## config.mk

```make
export PLATFORM = sky130hd
export DESIGN_NAME = lsu_mem_port
export DESIGN_NICKNAME = d
export VERILOG_FILES = /design/src/rtl/lsu_mem_port.sv
export SDC_FILE = /design/constraint.sdc
export NUM_CORES = 1
export LEC_CHECK = 0
export CORE_MARGIN = 2
export CORE_UTILIZATION = 44
export DETAILED_ROUTE_END_ITERATION = 8
export PLACE_DENSITY = 0.88
export SLEW_MARGIN = 25
export SYNTH_ARGS = -nofsm -noshare
export SYNTH_HDL_FRONTEND = slang
export SYNTH_SLANG_ARGS = --single-unit
```

## constraint.sdc

```tcl
create_clock -name clk -period 2.1 [get_ports clk]
set_input_delay 0.42 -clock clk [delete_from_list [all_inputs] [get_ports clk]]
set_output_delay 0.42 -clock clk [all_outputs]
set_load 0.03 [all_outputs]
```

## src/rtl/lsu_mem_port.sv

```systemverilog
// Load/store responder: one core memory request at a time, issued as a single
// word-aligned req/ack bus transaction with lane steering, load extension and timeout.
module lsu_mem_port #(
    parameter int unsigned TIMEOUT_CYCLES = 255,
    parameter int unsigned ADDR_W         = 32
) (
    input  logic              clk,
    input  logic              reset,
    input  logic              req_valid,
    output logic              req_ready,
    input  logic              req_load,
    input  logic [1:0]        req_mem_write,
    input  logic [2:0]        req_mem_read,
    input  logic [ADDR_W-1:0] req_addr,
    input  logic [31:0]       req_wdata,
    output logic              resp_valid,
    output logic [31:0]       resp_rdata,
    output logic              resp_err,
    output logic              bus_req,
    output logic              bus_we,
    output logic [ADDR_W-1:0] bus_addr,
    output logic [3:0]        bus_be,
    output logic [31:0]       bus_wdata,
    input  logic              bus_ack,
    input  logic [31:0]       bus_rdata
);

    localparam int unsigned CNT_W   = (TIMEOUT_CYCLES > 1) ? $clog2(TIMEOUT_CYCLES) : 1;
    localparam int unsigned TO_LAST = (TIMEOUT_CYCLES > 0) ? TIMEOUT_CYCLES - 1 : 0;

    localparam logic [1:0] MW_NONE = 2'b00;
    localparam logic [1:0] MW_SB   = 2'b01;
    localparam logic [1:0] MW_SH   = 2'b10;
    localparam logic [1:0] MW_SW   = 2'b11;

    localparam logic [2:0] MR_LW   = 3'b000;
    localparam logic [2:0] MR_LB   = 3'b001;
    localparam logic [2:0] MR_LH   = 3'b010;
    localparam logic [2:0] MR_LBU  = 3'b011;
    localparam logic [2:0] MR_LHU  = 3'b100;

    typedef enum logic [1:0] {
        IDLE = 2'd0,
        BUS  = 2'd1,
        RESP = 2'd2
    } state_t;

    state_t            state;
    state_t            state_nxt;

    logic [CNT_W-1:0]  cnt;
    logic [CNT_W-1:0]  cnt_nxt;
    logic              lat_load;
    logic              lat_load_nxt;
    logic [2:0]        lat_mem_read;
    logic [2:0]        lat_mem_read_nxt;
    logic [1:0]        lat_addr_lo;
    logic [1:0]        lat_addr_lo_nxt;

    logic              req_ready_nxt;
    logic              resp_valid_nxt;
    logic [31:0]       resp_rdata_nxt;
    logic              resp_err_nxt;
    logic              bus_req_nxt;
    logic              bus_we_nxt;
    logic [ADDR_W-1:0] bus_addr_nxt;
    logic [3:0]        bus_be_nxt;
    logic [31:0]       bus_wdata_nxt;

    logic              accept;
    logic              req_illegal;
    logic              req_misaligned;
    logic              req_fault;
    logic              timeout_hit;
    logic [3:0]        st_be;
    logic [31:0]       st_wdata;
    logic [7:0]        ld_byte;
    logic [15:0]       ld_half;
    logic [31:0]       ld_data;

    assign accept      = req_valid & req_ready;
    assign req_fault   = req_illegal | req_misaligned;
    assign timeout_hit = (TIMEOUT_CYCLES != 0) && (cnt == CNT_W'(TO_LAST));

    // Request legality and natural-alignment check
    always_comb begin
        req_illegal    = req_load ? (req_mem_write != MW_NONE) : (req_mem_write == MW_NONE);
        req_misaligned = 1'b0;
        if (req_mem_read > MR_LHU) begin
            req_illegal = 1'b1;
        end
        if (req_load) begin
            case (req_mem_read)
                MR_LW:         req_misaligned = (req_addr[1:0] != 2'b00);
                MR_LH, MR_LHU: req_misaligned = req_addr[0];
                default:       req_misaligned = 1'b0;
            endcase
        end else begin
            case (req_mem_write)
                MW_SH:   req_misaligned = req_addr[0];
                MW_SW:   req_misaligned = (req_addr[1:0] != 2'b00);
                default: req_misaligned = 1'b0;
            endcase
        end
    end

    // Store byte enables and lane-replicated write data
    always_comb begin
        st_be    = 4'b1111;
        st_wdata = req_wdata;
        case (req_mem_write)
            MW_SB: begin
                st_be    = 4'b0001 << req_addr[1:0];
                st_wdata = {4{req_wdata[7:0]}};
            end
            MW_SH: begin
                st_be    = req_addr[1] ? 4'b1100 : 4'b0011;
                st_wdata = {2{req_wdata[15:0]}};
            end
            default: begin
                st_be    = 4'b1111;
                st_wdata = req_wdata;
            end
        endcase
    end

    // Load lane selection and extension from the returned bus word
    always_comb begin
        ld_byte = bus_rdata[8*lat_addr_lo +: 8];
        ld_half = bus_rdata[16*lat_addr_lo[1] +: 16];
        case (lat_mem_read)
            MR_LB:   ld_data = {{24{ld_byte[7]}}, ld_byte};
            MR_LH:   ld_data = {{16{ld_half[15]}}, ld_half};
            MR_LBU:  ld_data = {24'h0, ld_byte};
            MR_LHU:  ld_data = {16'h0, ld_half};
            default: ld_data = bus_rdata;
        endcase
    end

    always_ff @(posedge clk) begin
        if (reset) begin
            state <= IDLE;
        end else begin
            state <= state_nxt;
        end
    end

    always_comb begin
        state_nxt = state;
        case (state)
            IDLE: begin
                if (accept) begin
                    state_nxt = req_fault ? RESP : BUS;
                end
            end
            BUS: begin
                if (bus_ack || timeout_hit) begin
                    state_nxt = RESP;
                end
            end
            RESP:    state_nxt = IDLE;
            default: state_nxt = IDLE;
        endcase
    end

    // Next values of the registered outputs; bus fields hold through BUS
    always_comb begin
        req_ready_nxt    = (state_nxt == IDLE);
        bus_req_nxt      = (state_nxt == BUS);
        resp_valid_nxt   = (state_nxt == RESP);
        resp_err_nxt     = 1'b0;
        resp_rdata_nxt   = resp_rdata;
        bus_we_nxt       = bus_we;
        bus_addr_nxt     = bus_addr;
        bus_be_nxt       = bus_be;
        bus_wdata_nxt    = bus_wdata;
        cnt_nxt          = cnt;
        lat_load_nxt     = lat_load;
        lat_mem_read_nxt = lat_mem_read;
        lat_addr_lo_nxt  = lat_addr_lo;
        case (state)
            IDLE: begin
                if (accept) begin
                    lat_load_nxt     = req_load;
                    lat_mem_read_nxt = req_mem_read;
                    lat_addr_lo_nxt  = req_addr[1:0];
                    resp_rdata_nxt   = 32'h0;
                    cnt_nxt          = '0;
                    if (req_fault) begin
                        resp_err_nxt = 1'b1;
                    end else begin
                        bus_we_nxt    = ~req_load;
                        bus_addr_nxt  = {req_addr[ADDR_W-1:2], 2'b00};
                        bus_be_nxt    = req_load ? 4'b1111 : st_be;
                        bus_wdata_nxt = req_load ? 32'h0 : st_wdata;
                    end
                end
            end
            BUS: begin
                if (bus_ack) begin
                    resp_rdata_nxt = lat_load ? ld_data : 32'h0;
                end else if (timeout_hit) begin
                    resp_err_nxt   = 1'b1;
                    resp_rdata_nxt = 32'h0;
                end else begin
                    cnt_nxt = cnt + CNT_W'(1);
                end
            end
            default: begin
                resp_err_nxt = 1'b0;
            end
        endcase
    end

    always_ff @(posedge clk) begin
        if (reset) begin
            req_ready    <= 1'b1;
            resp_valid   <= 1'b0;
            resp_rdata   <= 32'h0;
            resp_err     <= 1'b0;
            bus_req      <= 1'b0;
            bus_we       <= 1'b0;
            bus_addr     <= '0;
            bus_be       <= 4'h0;
            bus_wdata    <= 32'h0;
            cnt          <= '0;
            lat_load     <= 1'b0;
            lat_mem_read <= 3'h0;
            lat_addr_lo  <= 2'h0;
        end else begin
            req_ready    <= req_ready_nxt;
            resp_valid   <= resp_valid_nxt;
            resp_rdata   <= resp_rdata_nxt;
            resp_err     <= resp_err_nxt;
            bus_req      <= bus_req_nxt;
            bus_we       <= bus_we_nxt;
            bus_addr     <= bus_addr_nxt;
            bus_be       <= bus_be_nxt;
            bus_wdata    <= bus_wdata_nxt;
            cnt          <= cnt_nxt;
            lat_load     <= lat_load_nxt;
            lat_mem_read <= lat_mem_read_nxt;
            lat_addr_lo  <= lat_addr_lo_nxt;
        end
    end

endmodule

```

==> results.txt, run 1 <==
The post-detailed-route DRC marker count came out at 14. The maximum buffer depth of the clock tree is 2. Clock tree synthesis selected as its root buffer the cell clkbuf_16. The final number of max-transition violations is 0. The flow ran to the end, but the final reports show violations. The number of I/O port buffers is 208.

The most used flip-flop cell after synthesis is dfxtp_1. The worst path needs 2.01 ns of the cycle, external delays included. The max-capacitance violation count came out at 0. At the end of the flow, the number of nets in the layout was 968.

At the worst endpoint, the required time is 2.44 ns. Adding up every negative setup slack in the final design gives 0 ns. The CTS sink count is 119. STA classifies the critical path startpoint as an input pin. Summing over every cut layer, the via total after detailed routing is 5651. The core outline area is 11500 sq um. Once detail routing completed, the nets flagged for antenna violations numbered 0.

The netlist area before placement came out at 5250 sq um. The global-route wire length before repair came out at 27700 um. The area share of the largest cell type after synthesis came out at 45.4%. The die is 113 um tall. The highest clock frequency the design can meet is 496 MHz. The fraction of layout cells with a size suffix above 1 is 10.5%. The path class of the tightest hold or removal check is in2reg. The HPWL after detailed placement is 12500 um.

The largest net degree at the start of global routing is 44. The horizontal extent of the die is 113 um. Across the VDD grid, the largest voltage drop is 0.686 mV.

The data arrival time of the critical path is 2.36 ns. The worst clock skew on the final layout is 0.00711 ns. The final number of hold-violating endpoints is 0. The area of the die is 12800 sq um. The antenna cell count came out at 0. The first detailed-routing pass took 7 iterations. In this run the number of H-tree levels came out at 4. The maximum fanout count along the critical path came out at 24. Buffers inserted during clock tree synthesis total 17. The power per standard cell area is 751 nW/um^2. The post-detailed-route wirelength per cell came out at 17.5 um.

The TritonCTS clock tree is done. The number of hold buffers added after cts is 0. At the pin with the least slew margin, the transition time is 0.569 ns. The overall overflow remaining after global route came out at 0. The final core area utilization came out at 72.3%. The layout filler cell count came out at 783.

Among all cell types in the netlist, the one instantiated most often is nand2_1. The number of setup violations in the final report is 0. The via count of the first global-routing pass was 5683. The clock latency on the worst-skew pair came out at 0.42 ns. In the synthesized netlist, the cells that appear most often are 133 x nand2_1, 119 x dfxtp_1, 63 x a21oi_1. Global routing used 27.0% of the available tracks. The cell type with the largest total area after synthesis is dfxtp_1. The leakage dissipation came out at 0.00302 uW. For this run, the number of Yosys warnings is 0. The setup path with the least slack is of type in2reg. The checks that failed: design-rule violations. By area the synthesized netlist is led by dfxtp_1 45%, nand2_1 9.5%, a21oi_1 6.0%, o2bb2ai_1 4.0%, nor2_1 3.6%. The growth of design area from synthesis to finish is 58.5%. The starting utilization of the core area came out at 45.6%. The placement row count is 39. The weighted congestion at the end of routability-driven global placement is 0.904. The number of synthesized flops with an enable pin came out at 0. STA classifies the critical path endpoint as a register. The number of antenna violations at the first check in global routing is 0. The proportion of register bits with asynchronous set or reset after synthesis came out at 0%. The routed design has 17700 um of wire. The average vias per placed instance came out at 5.58. The worst slew margin relative to its limit came out at 62.0%. Setup repair after global routing left no endpoint under its margin. The mean cell area of the mapped netlist is 8.38 sq um. The cell count after synthesis is 626. The number of primary I/O pins is 211. The register area share after synthesis is 45.4%.

Synthesis inferred 119 register bits. Synthesis instantiated 55 different standard cells from the library. The clock edge transition at the registers on the reported setup and hold paths is 0.05 ns.

After the first detailed-routing iteration, the DRC count stood at 482. The worst-case register-to-register setup slack came out at 0.24 ns. The final worst-path cycle share came out at 95.9%.
[per-layer routing]
| metal | track usage, % | share of wire, % | vias to the layer above |
|---|---|---|---|
| li1 | - | - | 2642 |
| met1 | 29.4 | 37 | 2672 |
| met2 | 48.2 | 50 | 294 |
| met3 | 10.2 | 10 | 43 |
| met4 | 9.11 | 2.0 | 0 |
| met5 | 0 | 0 | - |
[registers in the layout (all words and copies together) (netlist names)]
signal        flops
bus_wdata        32
resp_rdata       32
bus_addr         30
cnt               8
bus_be            4
lat_mem_read      3
lat_addr_lo       2
state             2
bus_req           1
bus_we            1
lat_load          1
req_ready         1
resp_err          1
resp_valid        1
[through the flow]
| stage | setup WS, ns | cells | total power, uW | hold slack (ns) | area [sq um] |
|---|---|---|---|---|---|
| final | 0.0856 | 1012 | 6250 | 0.337 | 8320 |
| after global routing | 0.0413 | 1012 | 6470 | 0.357 | 8320 |
| after CTS | 0.0991 | 1009 | 6240 | 0.335 | 8250 |
| after detailed placement | -0.339 | 977 | 3450 | 0.442 | 7670 |
| after global placement | -0.187 | 977 | 3420 | 0.432 | 7670 |
| after floorplan | 0.321 | 627 | 2950 | 0.436 | 5250 |
[power by group]
part	total, uW	switching (uW)	internal [uW]
registers	2370	44.9	2320
logic	1080	568	508
clock network	2810	1050	1770
total	6250	1660	4590
[worst paths after layout]
kind / from / end / depth (start not counted)
setup / recovery: req_mem_read[0] / bus_wdata[28] / 6
setup reg to reg: req_ready / bus_addr[27] / 8
hold / removal: reset / bus_be[3] / 2
hold reg to reg: resp_rdata[17] / resp_rdata[17] / 2
[cells in the final DEF, fill, tap and decap left out, types with 3 or more instances in the layout]
cell type | synthesis | layout
inv_1 | 6 | 6
buf_4 | 6 | 36
nand2_1 | 133 | 133
xor2_1 | 5 | 5
buf_12 | 0 | 7
o21bai_1 | 8 | 8
nor2b_1 | 20 | 20
a21oi_1 | 63 | 62
o21ai_0 | 33 | 33
a22oi_1 | 8 | 8
clkdlybuf4s50_1 | 0 | 205
nand4_1 | 3 | 3
clkinv_2 | 0 | 3
dfxtp_1 | 119 | 119
clkinvlp_4 | 0 | 6
nand2b_1 | 3 | 3
o221ai_1 | 7 | 7
nand3_1 | 8 | 8
xnor2_1 | 4 | 3
nor3_1 | 3 | 3
nor2_1 | 50 | 50
mux2i_1 | 9 | 9
a31oi_1 | 8 | 8
clkbuf_16 | 0 | 19
a32o_1 | 8 | 8
o21ai_1 | 6 | 6
ha_1 | 6 | 6
o2bb2ai_1 | 24 | 24
nand3b_1 | 8 | 8
o21a_1 | 9 | 9
[logic make-up after synthesis]
logic type	after synthesis	share of synthesized area, %
compound gates	190	24.0
xor+xnor	9	1.50
fa+ha+maj	6	1.43
buf+inv	49	5.01
flops	119	45.4
mux	9	1.72
other cells	1	0.0714
simple gates	243	20.9
[worst max-delay path, cell delays in order]
cell and delay, ns:
clkdlybuf4s50_1 0.42, or4b_1 0.54, o2111ai_2 0.13, a21oi_4 0.16, nor2_4 0.47, o2bb2ai_1 0.20
[area by class of cell]
type                            instances  area [sq um]  area share (%)
Multi-Input combinational cell        459          2620            31.5
Timing Repair Buffer                  253          2540            30.6
Sequential cell                       119          2380            28.6
Clock buffer                           20           447            5.37
Tap cell                              143           179            2.15
Clock inverter                         12           129            1.55
Inverter                                6          22.5           0.271
[what timing repair did]
item                       CTS  global route
buffers inserted             0             1
gates resized for setup      0             2
setup endpoints to repair    0             2
(Power assumes the default switching activity.)
==> run 2, diff against run 1 <==
--- a/config.mk
+++ b/config.mk
@@ -13,3 +13,4 @@
 export SYNTH_ARGS = -nofsm -noshare
 export SYNTH_HDL_FRONTEND = slang
 export SYNTH_SLANG_ARGS = --single-unit
+export TNS_END_PERCENT = 10
==> results of run 2 <==
Same layout as run 1: the final DEF is identical, and so are final timing and power.
==> run 3, diff against run 2 <==
--- a/config.mk
+++ b/config.mk
@@ -5,6 +5,7 @@
 export SDC_FILE = /design/constraint.sdc
 export NUM_CORES = 1
 export LEC_CHECK = 0
+export ABC_CLOCK_PERIOD_IN_PS = 2100
 export CORE_MARGIN = 2
 export CORE_UTILIZATION = 44
 export DETAILED_ROUTE_END_ITERATION = 8
==> results of run 3 <==
Same layout as run 1: the final DEF is identical, and so are final timing and power.
